===== config.mk =====
export PLATFORM = sky130hd
export DESIGN_NAME = fifo_rd_arbiter
export DESIGN_NICKNAME = d
export VERILOG_FILES = /design/src/rtl/fifo_rd_arbiter.sv
export SDC_FILE = /design/constraint.sdc
export NUM_CORES = 1
export LEC_CHECK = 0
export CORE_MARGIN = 1.5
export CORE_UTILIZATION = 45
export DETAILED_ROUTE_END_ITERATION = 10
export GPL_TIMING_DRIVEN = 0
export PLACE_DENSITY = 0.77
export SLEW_MARGIN = 20
export SYNTH_ARGS = -nofsm -noshare
export SYNTH_HDL_FRONTEND = slang
export SYNTH_SLANG_ARGS = --single-unit

===== constraint.sdc =====
create_clock -name i_clk -period 3.9 [get_ports i_clk]
set_clock_uncertainty 0.2 [all_clocks]
set_input_delay 1.17 -clock i_clk [delete_from_list [all_inputs] [get_ports i_clk]]
set_output_delay 1.17 -clock i_clk [all_outputs]
set_load 0.03 [all_outputs]

===== src/rtl/fifo_rd_arbiter.sv =====
// Round-robin read scheduler: one downstream consumer shared by N_SRC FIFO read ports,
// with burst grants, a one-cycle read pipeline and a 2-entry skid buffer.
module fifo_rd_arbiter #(
  parameter int N_SRC      = 4,
  parameter int DATA_WIDTH = 8,
  parameter int MAX_BURST  = 4,
  parameter int SRC_W      = $clog2(N_SRC)
) (
  input  logic                        i_clk,
  input  logic                        i_rst,
  input  logic [N_SRC-1:0]            i_empty,
  input  logic [N_SRC*DATA_WIDTH-1:0] i_rd_data,
  output logic [N_SRC-1:0]            o_rd_en,
  output logic [DATA_WIDTH-1:0]       o_data,
  output logic [SRC_W-1:0]            o_src,
  output logic                        o_valid,
  input  logic                        i_ready,
  output logic                        o_busy
);

  localparam int BW = (MAX_BURST > 1) ? $clog2(MAX_BURST) : 1;
  localparam logic [BW-1:0] LAST_BEAT = BW'(MAX_BURST - 1);

  typedef enum logic {S_IDLE, S_BURST} state_e;

  typedef struct packed {
    logic [SRC_W-1:0]      src;
    logic [DATA_WIDTH-1:0] data;
  } entry_t;

  state_e                           state_q, state_d;
  logic [SRC_W-1:0]                 grant_q, grant_d;
  logic [SRC_W-1:0]                 last_q, last_d;
  logic [BW-1:0]                    beat_q, beat_d;
  logic                             infl_q;
  logic [SRC_W-1:0]                 infl_src_q;
  logic [1:0]                       cnt_q, cnt_d;
  logic                             rd_ptr_q, wr_ptr_q;
  entry_t [1:0]                     buf_q;

  logic [N_SRC-1:0][DATA_WIDTH-1:0] rd_word;
  logic                             pick_vld;
  logic [SRC_W-1:0]                 pick_idx;
  logic [SRC_W:0]                   cand_sum;
  logic                             pop, space, issue;
  logic [2:0]                       occ;
  entry_t                           push_ent;

  for (genvar k = 0; k < N_SRC; k++) begin : g_unpack
    assign rd_word[k] = i_rd_data[k*DATA_WIDTH +: DATA_WIDTH];
  end

  // Round-robin scan starting just after the last served source; the smallest
  // offset wins because it is evaluated last.
  always_comb begin
    pick_vld = 1'b0;
    pick_idx = '0;
    cand_sum = '0;
    for (int off = N_SRC; off >= 1; off--) begin
      cand_sum = {1'b0, last_q} + (SRC_W+1)'(off);
      if (cand_sum >= (SRC_W+1)'(N_SRC)) cand_sum = cand_sum - (SRC_W+1)'(N_SRC);
      if (!i_empty[cand_sum[SRC_W-1:0]]) begin
        pick_vld = 1'b1;
        pick_idx = cand_sum[SRC_W-1:0];
      end
    end
  end

  // A read may only issue if its word is guaranteed a buffer slot on arrival.
  assign pop   = o_valid & i_ready;
  assign occ   = {1'b0, cnt_q} + {2'b00, infl_q} - {2'b00, pop};
  assign space = occ < 3'd2;
  assign issue = (state_q == S_BURST) & ~i_empty[grant_q] & space;

  always_comb begin
    o_rd_en = '0;
    if (issue) o_rd_en[grant_q] = 1'b1;
  end

  always_comb begin
    state_d = state_q;
    grant_d = grant_q;
    last_d  = last_q;
    beat_d  = beat_q;
    case (state_q)
      S_IDLE: begin
        if (pick_vld) begin
          state_d = S_BURST;
          grant_d = pick_idx;
          beat_d  = '0;
        end
      end
      S_BURST: begin
        if (issue) begin
          beat_d = beat_q + 1'b1;
          if (beat_q == LAST_BEAT) begin
            state_d = S_IDLE;
            last_d  = grant_q;
          end
        end else if (i_empty[grant_q]) begin
          state_d = S_IDLE;
          last_d  = grant_q;
        end
      end
      default: state_d = S_IDLE;
    endcase
  end

  always_comb begin
    cnt_d = cnt_q;
    case ({infl_q, pop})
      2'b10:   cnt_d = cnt_q + 2'd1;
      2'b01:   cnt_d = cnt_q - 2'd1;
      default: cnt_d = cnt_q;
    endcase
  end

  assign push_ent.src  = infl_src_q;
  assign push_ent.data = rd_word[infl_src_q];

  always_ff @(posedge i_clk) begin
    if (i_rst) begin
      state_q    <= S_IDLE;
      grant_q    <= '0;
      last_q     <= SRC_W'(N_SRC - 1);
      beat_q     <= '0;
      infl_q     <= 1'b0;
      infl_src_q <= '0;
      cnt_q      <= '0;
      rd_ptr_q   <= 1'b0;
      wr_ptr_q   <= 1'b0;
      buf_q      <= '0;
    end else begin
      state_q    <= state_d;
      grant_q    <= grant_d;
      last_q     <= last_d;
      beat_q     <= beat_d;
      infl_q     <= issue;
      infl_src_q <= grant_q;
      cnt_q      <= cnt_d;
      if (infl_q) begin
        buf_q[wr_ptr_q] <= push_ent;
        wr_ptr_q        <= ~wr_ptr_q;
      end
      if (pop) rd_ptr_q <= ~rd_ptr_q;
    end
  end

  assign o_valid = cnt_q != 2'd0;
  assign o_data  = buf_q[rd_ptr_q].data;
  assign o_src   = buf_q[rd_ptr_q].src;
  assign o_busy  = (state_q == S_BURST) | infl_q | (cnt_q != 2'd0);

endmodule


Yosys cells after proc, flatten, opt, wreduce, memory -nomap -nowiden
Cells that the tools add are included.

Word-level logic and storage cells: 108. Register bits: 34.

Bitwise gates (word level): 9. Multiplexer cells: 44. Reduce and logical (&&, ||, !) cells: 8. Equal/unequal tests: 6. Magnitude comparators: 15. Add/sub/neg operators: 13.

Operators with widths (count): $mux 10 (3); $mux 2 (13); $bwmux 20 (1); $lt 2x3->1 const B (6); $bmux 8 s2 (1); $mux 1 (14); $ge 3x3->1 const B (4); $bmux 1 s2 (5); $demux 10 s1 (1); $sub 2x1->2 const B (5); $mux 8 (1); $pmux 2 s2 (2); $add 2x2->3 const B (2); $reduce_bool 2->1 (3); $add 2x1->2 const B (2); $eq 2x2->1 const B (2); $lt 1x2->1 const B (2); $mux 4 (1); $ne 2x1->1 const B (2); $not 1->1 (4); $reduce_and 2->1 (2); $add 2x1->3 (1); $add 2x1->3 const B (1); $add 2x3->3 const B (1); other kinds (12) (16).

Depth between registers and ports, before layout
Word-level depth: 11. Gate-level depth with buffers: 9.

Least setup slack after synthesis
No wires, ideal clock.

Path type: in2out. Start point: input port i_ready. End point: output port o_rd_en[0]. Arrival: 3180 ps. Setup slack: -650 ps. Cell stages on the path: 7. Path buffers: 0. Cells stage by stage: and3b_1 -> or2_2 -> nand2_1 -> fa_1 -> xnor2_1 -> nand3_1 -> nor4_1.

Longest elaborated chain between the ends: 5.

Ends and longest elaborated chain: start: declaration (RTL line 17) `input logic i_ready,`; $and 1x1->1 (RTL line 70) `assign pop = o_valid & i_ready;`; $sub 3x1->3 (RTL line 71) `assign occ = {1'b0, cnt_q} + {2'b00, infl_q} - {2'b00, pop};`; $lt 3x2->1 (RTL line 72) `assign space = occ < 3'd2;`; $and 1x1->1 (RTL line 73) `assign issue = (state_q == S_BURST) & ~i_empty[grant_q] & space;`; $mux 4 (RTL line 77) `if (issue) o_rd_en[grant_q] = 1'b1;`; end: declaration (RTL line 13) `output logic [N_SRC-1:0] o_rd_en,`.

No other way between the ends.

Final worst setup path
Ends and elaborated chain as after synthesis.

==> metrics.md <==
| Metric | Value |
|---|---|
| N_diodes | `0` |
| Max Clk Rate | `235.3 MHz` |
| Total power | `approximately 0.87 mW` |
| Clk pwr share | `34.7%` |
| Final worst-path cycle share | `109.0%` |
| First-pass GRT wire length | `between 7 and 8 mm` |
| Fin nets | `roughly 310` |
| Drt pass-1 iters | `4` |
| Slew headroom | `60.52%` |
| Num ports | `55` |
| Drt total wl | `4.475 mm` |
| Clk buf depth | `2` |
| Setup violators final | `4` |
| Pin count of the biggest net entering global routing | `11` |
| R2R depth | `10` |
| Initial Utilization | `47.79%` |
| Htree depth | `2` |
| Antenna violations before repair | `0` |
| DR vias | `~1,700` |
| Post-layout minimum cycle time | `4250 ps` |
| Seq/Total Area, Yosys | `38.04%` |
| Sw frac | `26.18%` |
| Die Wd | `around 66 um` |
| EDFF count, synth | `0` |
| Root Driver | `clkbuf_8` |
| Int Power | `0.6456 mW` |
| Cell Area, Placed | `around 2400 um2` |
| Mapped Nets | `244` |
| All-Layer GR Usage | `22.13%` |
| Worst VDD drop | `~0.00024 V` |
| Critical Path End Type | `output pin` |
| Fin. Hold Viols | `0` |
| Sequential share of power | `42.4%` |
| Failing checks | `negative setup slack` |
| Max-Cap Viols | `0` |
| Avg Cell Area, Syn | `slightly below 9 um2` |
| Post-route cell area | `2671 um2` |
| Status | `finished, violations left` |
| P&R area growth vs syn | `49.30%` |
| DR WL/cell | `13.94 um` |
| Routability cong. | `0.7350` |
| Final Worst Setup Slack | `-349.7 ps` |
| Top layer in use | `met4` |
| Metal-1 WL | `1.976 mm` |
| Routed Antenna Nets | `0` |
| Ys flop type | `dfxtp_1` |
| Die H | `66.06 um` |
| Min Hold Slack | `252.8 ps` |
| Post-Syn Area | `1789 um2` |
| DRT iter0 DRCs | `50` |
| Row cnt | `22` |
| Worst hold path cell count | `2` |
| Power share of the combinational group | `a little under a quarter` |
| CTS Sinks | `34` |
| Slowest cell on crit path | `fa_2` |
| Met3 WL | `164 um` |
| Crit-path max FO | `3` |
| PwrDens | `327.4 nW/um2` |
| Worst Path Required | `around 2500 ps` |
| Post-CTS Hold Fix Bufs | `0` |
| LEAKAGE | `0.9788 nW` |
| Global route overflow | `0` |
| Yosys warnings | `0` |
| Total negative slack | `-1138 ps` |
| Clk slew on worst S/H paths | `70 ps` |
| NetSw | `0.2290 mW` |
| RSZ-0062 raised after global routing | `yes` |
| Count of cell types in the netlist | `38` |
| Post-DP HPWL | `3.259 mm` |
| Hold Crit Class | `flip-flop to flip-flop` |
| Slowest Stage Delay on Critical Path | `400 ps` |
| Share of post-route cells with drive strength above 1 | `21.98%` |
| Mapped Cells | `203` |
| Post-synthesis register bit count | `34` |
| Most used cell, CP | `buf_4` |
| Critical path arrival | `2880 ps` |
| Startpoint Class | `input port` |
| CTS tree | `built` |
| IO Port Bufs | `51` |
| Vias per cell | `5.312` |
| DIE AREA | `4363 um2` |
| Cell breakdown of the critical path | `buf_8, and3b_2, buf_4, fa_2, xnor2_4, buf_6, nand3_4, buf_12, nor4_4, buf_4` |
| Clock Latency Late Sink | `280 ps` |
| Async SR Flop Fraction | `0%` |
| Worst setup path category | `input port to output pin` |
| Metal2 WL | `2.263 mm` |
| DRC | `0` |
| Slew Limit Fails | `0` |
| CTS buffer count | `5` |
| Core footprint | `between 3000 and 4000 um2` |
| Slew @ Worst Pin | `592.2 ps` |
| Number of global-route vias before repair | `1,673` |
[stage by stage]
step                util (%)  std cells  setup slack, ps
global placement       65.17        302            -1332
detailed placement     65.17        302            -1344
finish                 71.36        321           -349.7
CTS                    70.96        319           -401.9
global route           71.36        321           -436.0
floorplan                  -        203           -176.3
[critical path: cells and delay by family]
kind,cells,cell delay (ps)
xor+xnor,1,170
simple gates,3,420
buf+inv,5,720
fa+ha+maj,1,400
[cell usage in the layout (no fill, tap or decap), types with 8 or more instances in the layout]
cell             count
dfxtp_1             34
clkdlybuf4s50_1     46
mux4_2               9
nand2_1             47
mux2_2              10
clkbuf_1            12
clkbuf_8             8
a21oi_1             25
buf_4               11
[state kept, by name (all words and copies together) (netlist names)]
name        flops
infl_src_q      2
rd_ptr_q        1
state_q         1
wr_ptr_q        1
infl_q          1
buf_q          20
grant_q         2
last_q          2
cnt_q           2
beat_q          2
[cell families after synthesis]
group	share of synthesized area, %
simple gates	20.49
compound gates	11.75
flops	38.04
mux	20.49
buf+inv	5.454
xor+xnor	1.958
fa+ha+maj	1.818
[synth_stat cells, types with 2 or more instances]
cell      number  area (um2)
nor3_1         5       25.02
clkbuf_1      12       45.04
nor4_1         2       12.51
inv_1          6       22.52
xor2_1         2       17.52
mux2i_1        4       40.04
dfxtp_1       34       680.7
nor2_1         6       22.52
nand2b_1       3       18.77
o21ai_0        2       10.01
mux4_2         9       202.7
o22ai_1        2       12.51
nand3_1        3       15.01
mux2_2        10       112.6
or2_2          2       12.51
a221oi_1       2       17.52
nor2b_1        3       18.77
a21oi_1       25       125.1
xnor2_1        2       17.52
nand2_1       48       180.2
buf_2          3       15.01
o311ai_0       2       17.52
[power groups by stage]
stage / clock network, mW / logic (mW) / registers (mW)
final: 0.304 / 0.200 / 0.371
after global routing: 0.323 / 0.216 / 0.372
after CTS: 0.307 / 0.199 / 0.371
after detailed placement: 0 / 0.189 / 0.379
after global placement: 0 / 0.184 / 0.378
after floorplan: 0 / 0.117 / 0.376
[per-layer routing]
metal | GRT usage, % | up-vias
met4 | 7.398 | 0
li1 | - | 842
met2 | 37.63 | 46
met5 | 0 | -
met1 | 28.16 | 810
met3 | 4.259 | 7
[timing repair]
| action | CTS | global route |
|---|---|---|
| gates resized for setup | 38 | 0 |
| endpoints found under the setup margin | 4 | 4 |
| pin swaps | 7 | 3 |
| setup buffers | 9 | 2 |
[final cells by class]
class | count | area (um2)
Inverter | 6 | 22.52
Buffer | 17 | 75.07
Sequential cell | 34 | 680.7
Multi-Input combinational cell | 146 | 1111
Clock buffer | 8 | 110.1
Fill cell | 294 | 1072
Tap cell | 48 | 60.06
Timing Repair Buffer | 62 | 611.8
[worst paths after layout]
| check | start | endpoint | slack, ps |
|---|---|---|---|
| min | buf_q[11] | buf_q[11] | 250 |
| max | i_ready | o_rd_en[0] | -350 |
| max reg2reg | cnt_q[1] | beat_q[0] | 1160 |
| min reg2reg | buf_q[11] | buf_q[11] | 250 |
Note: power is estimated with default switching activity, not from simulation.
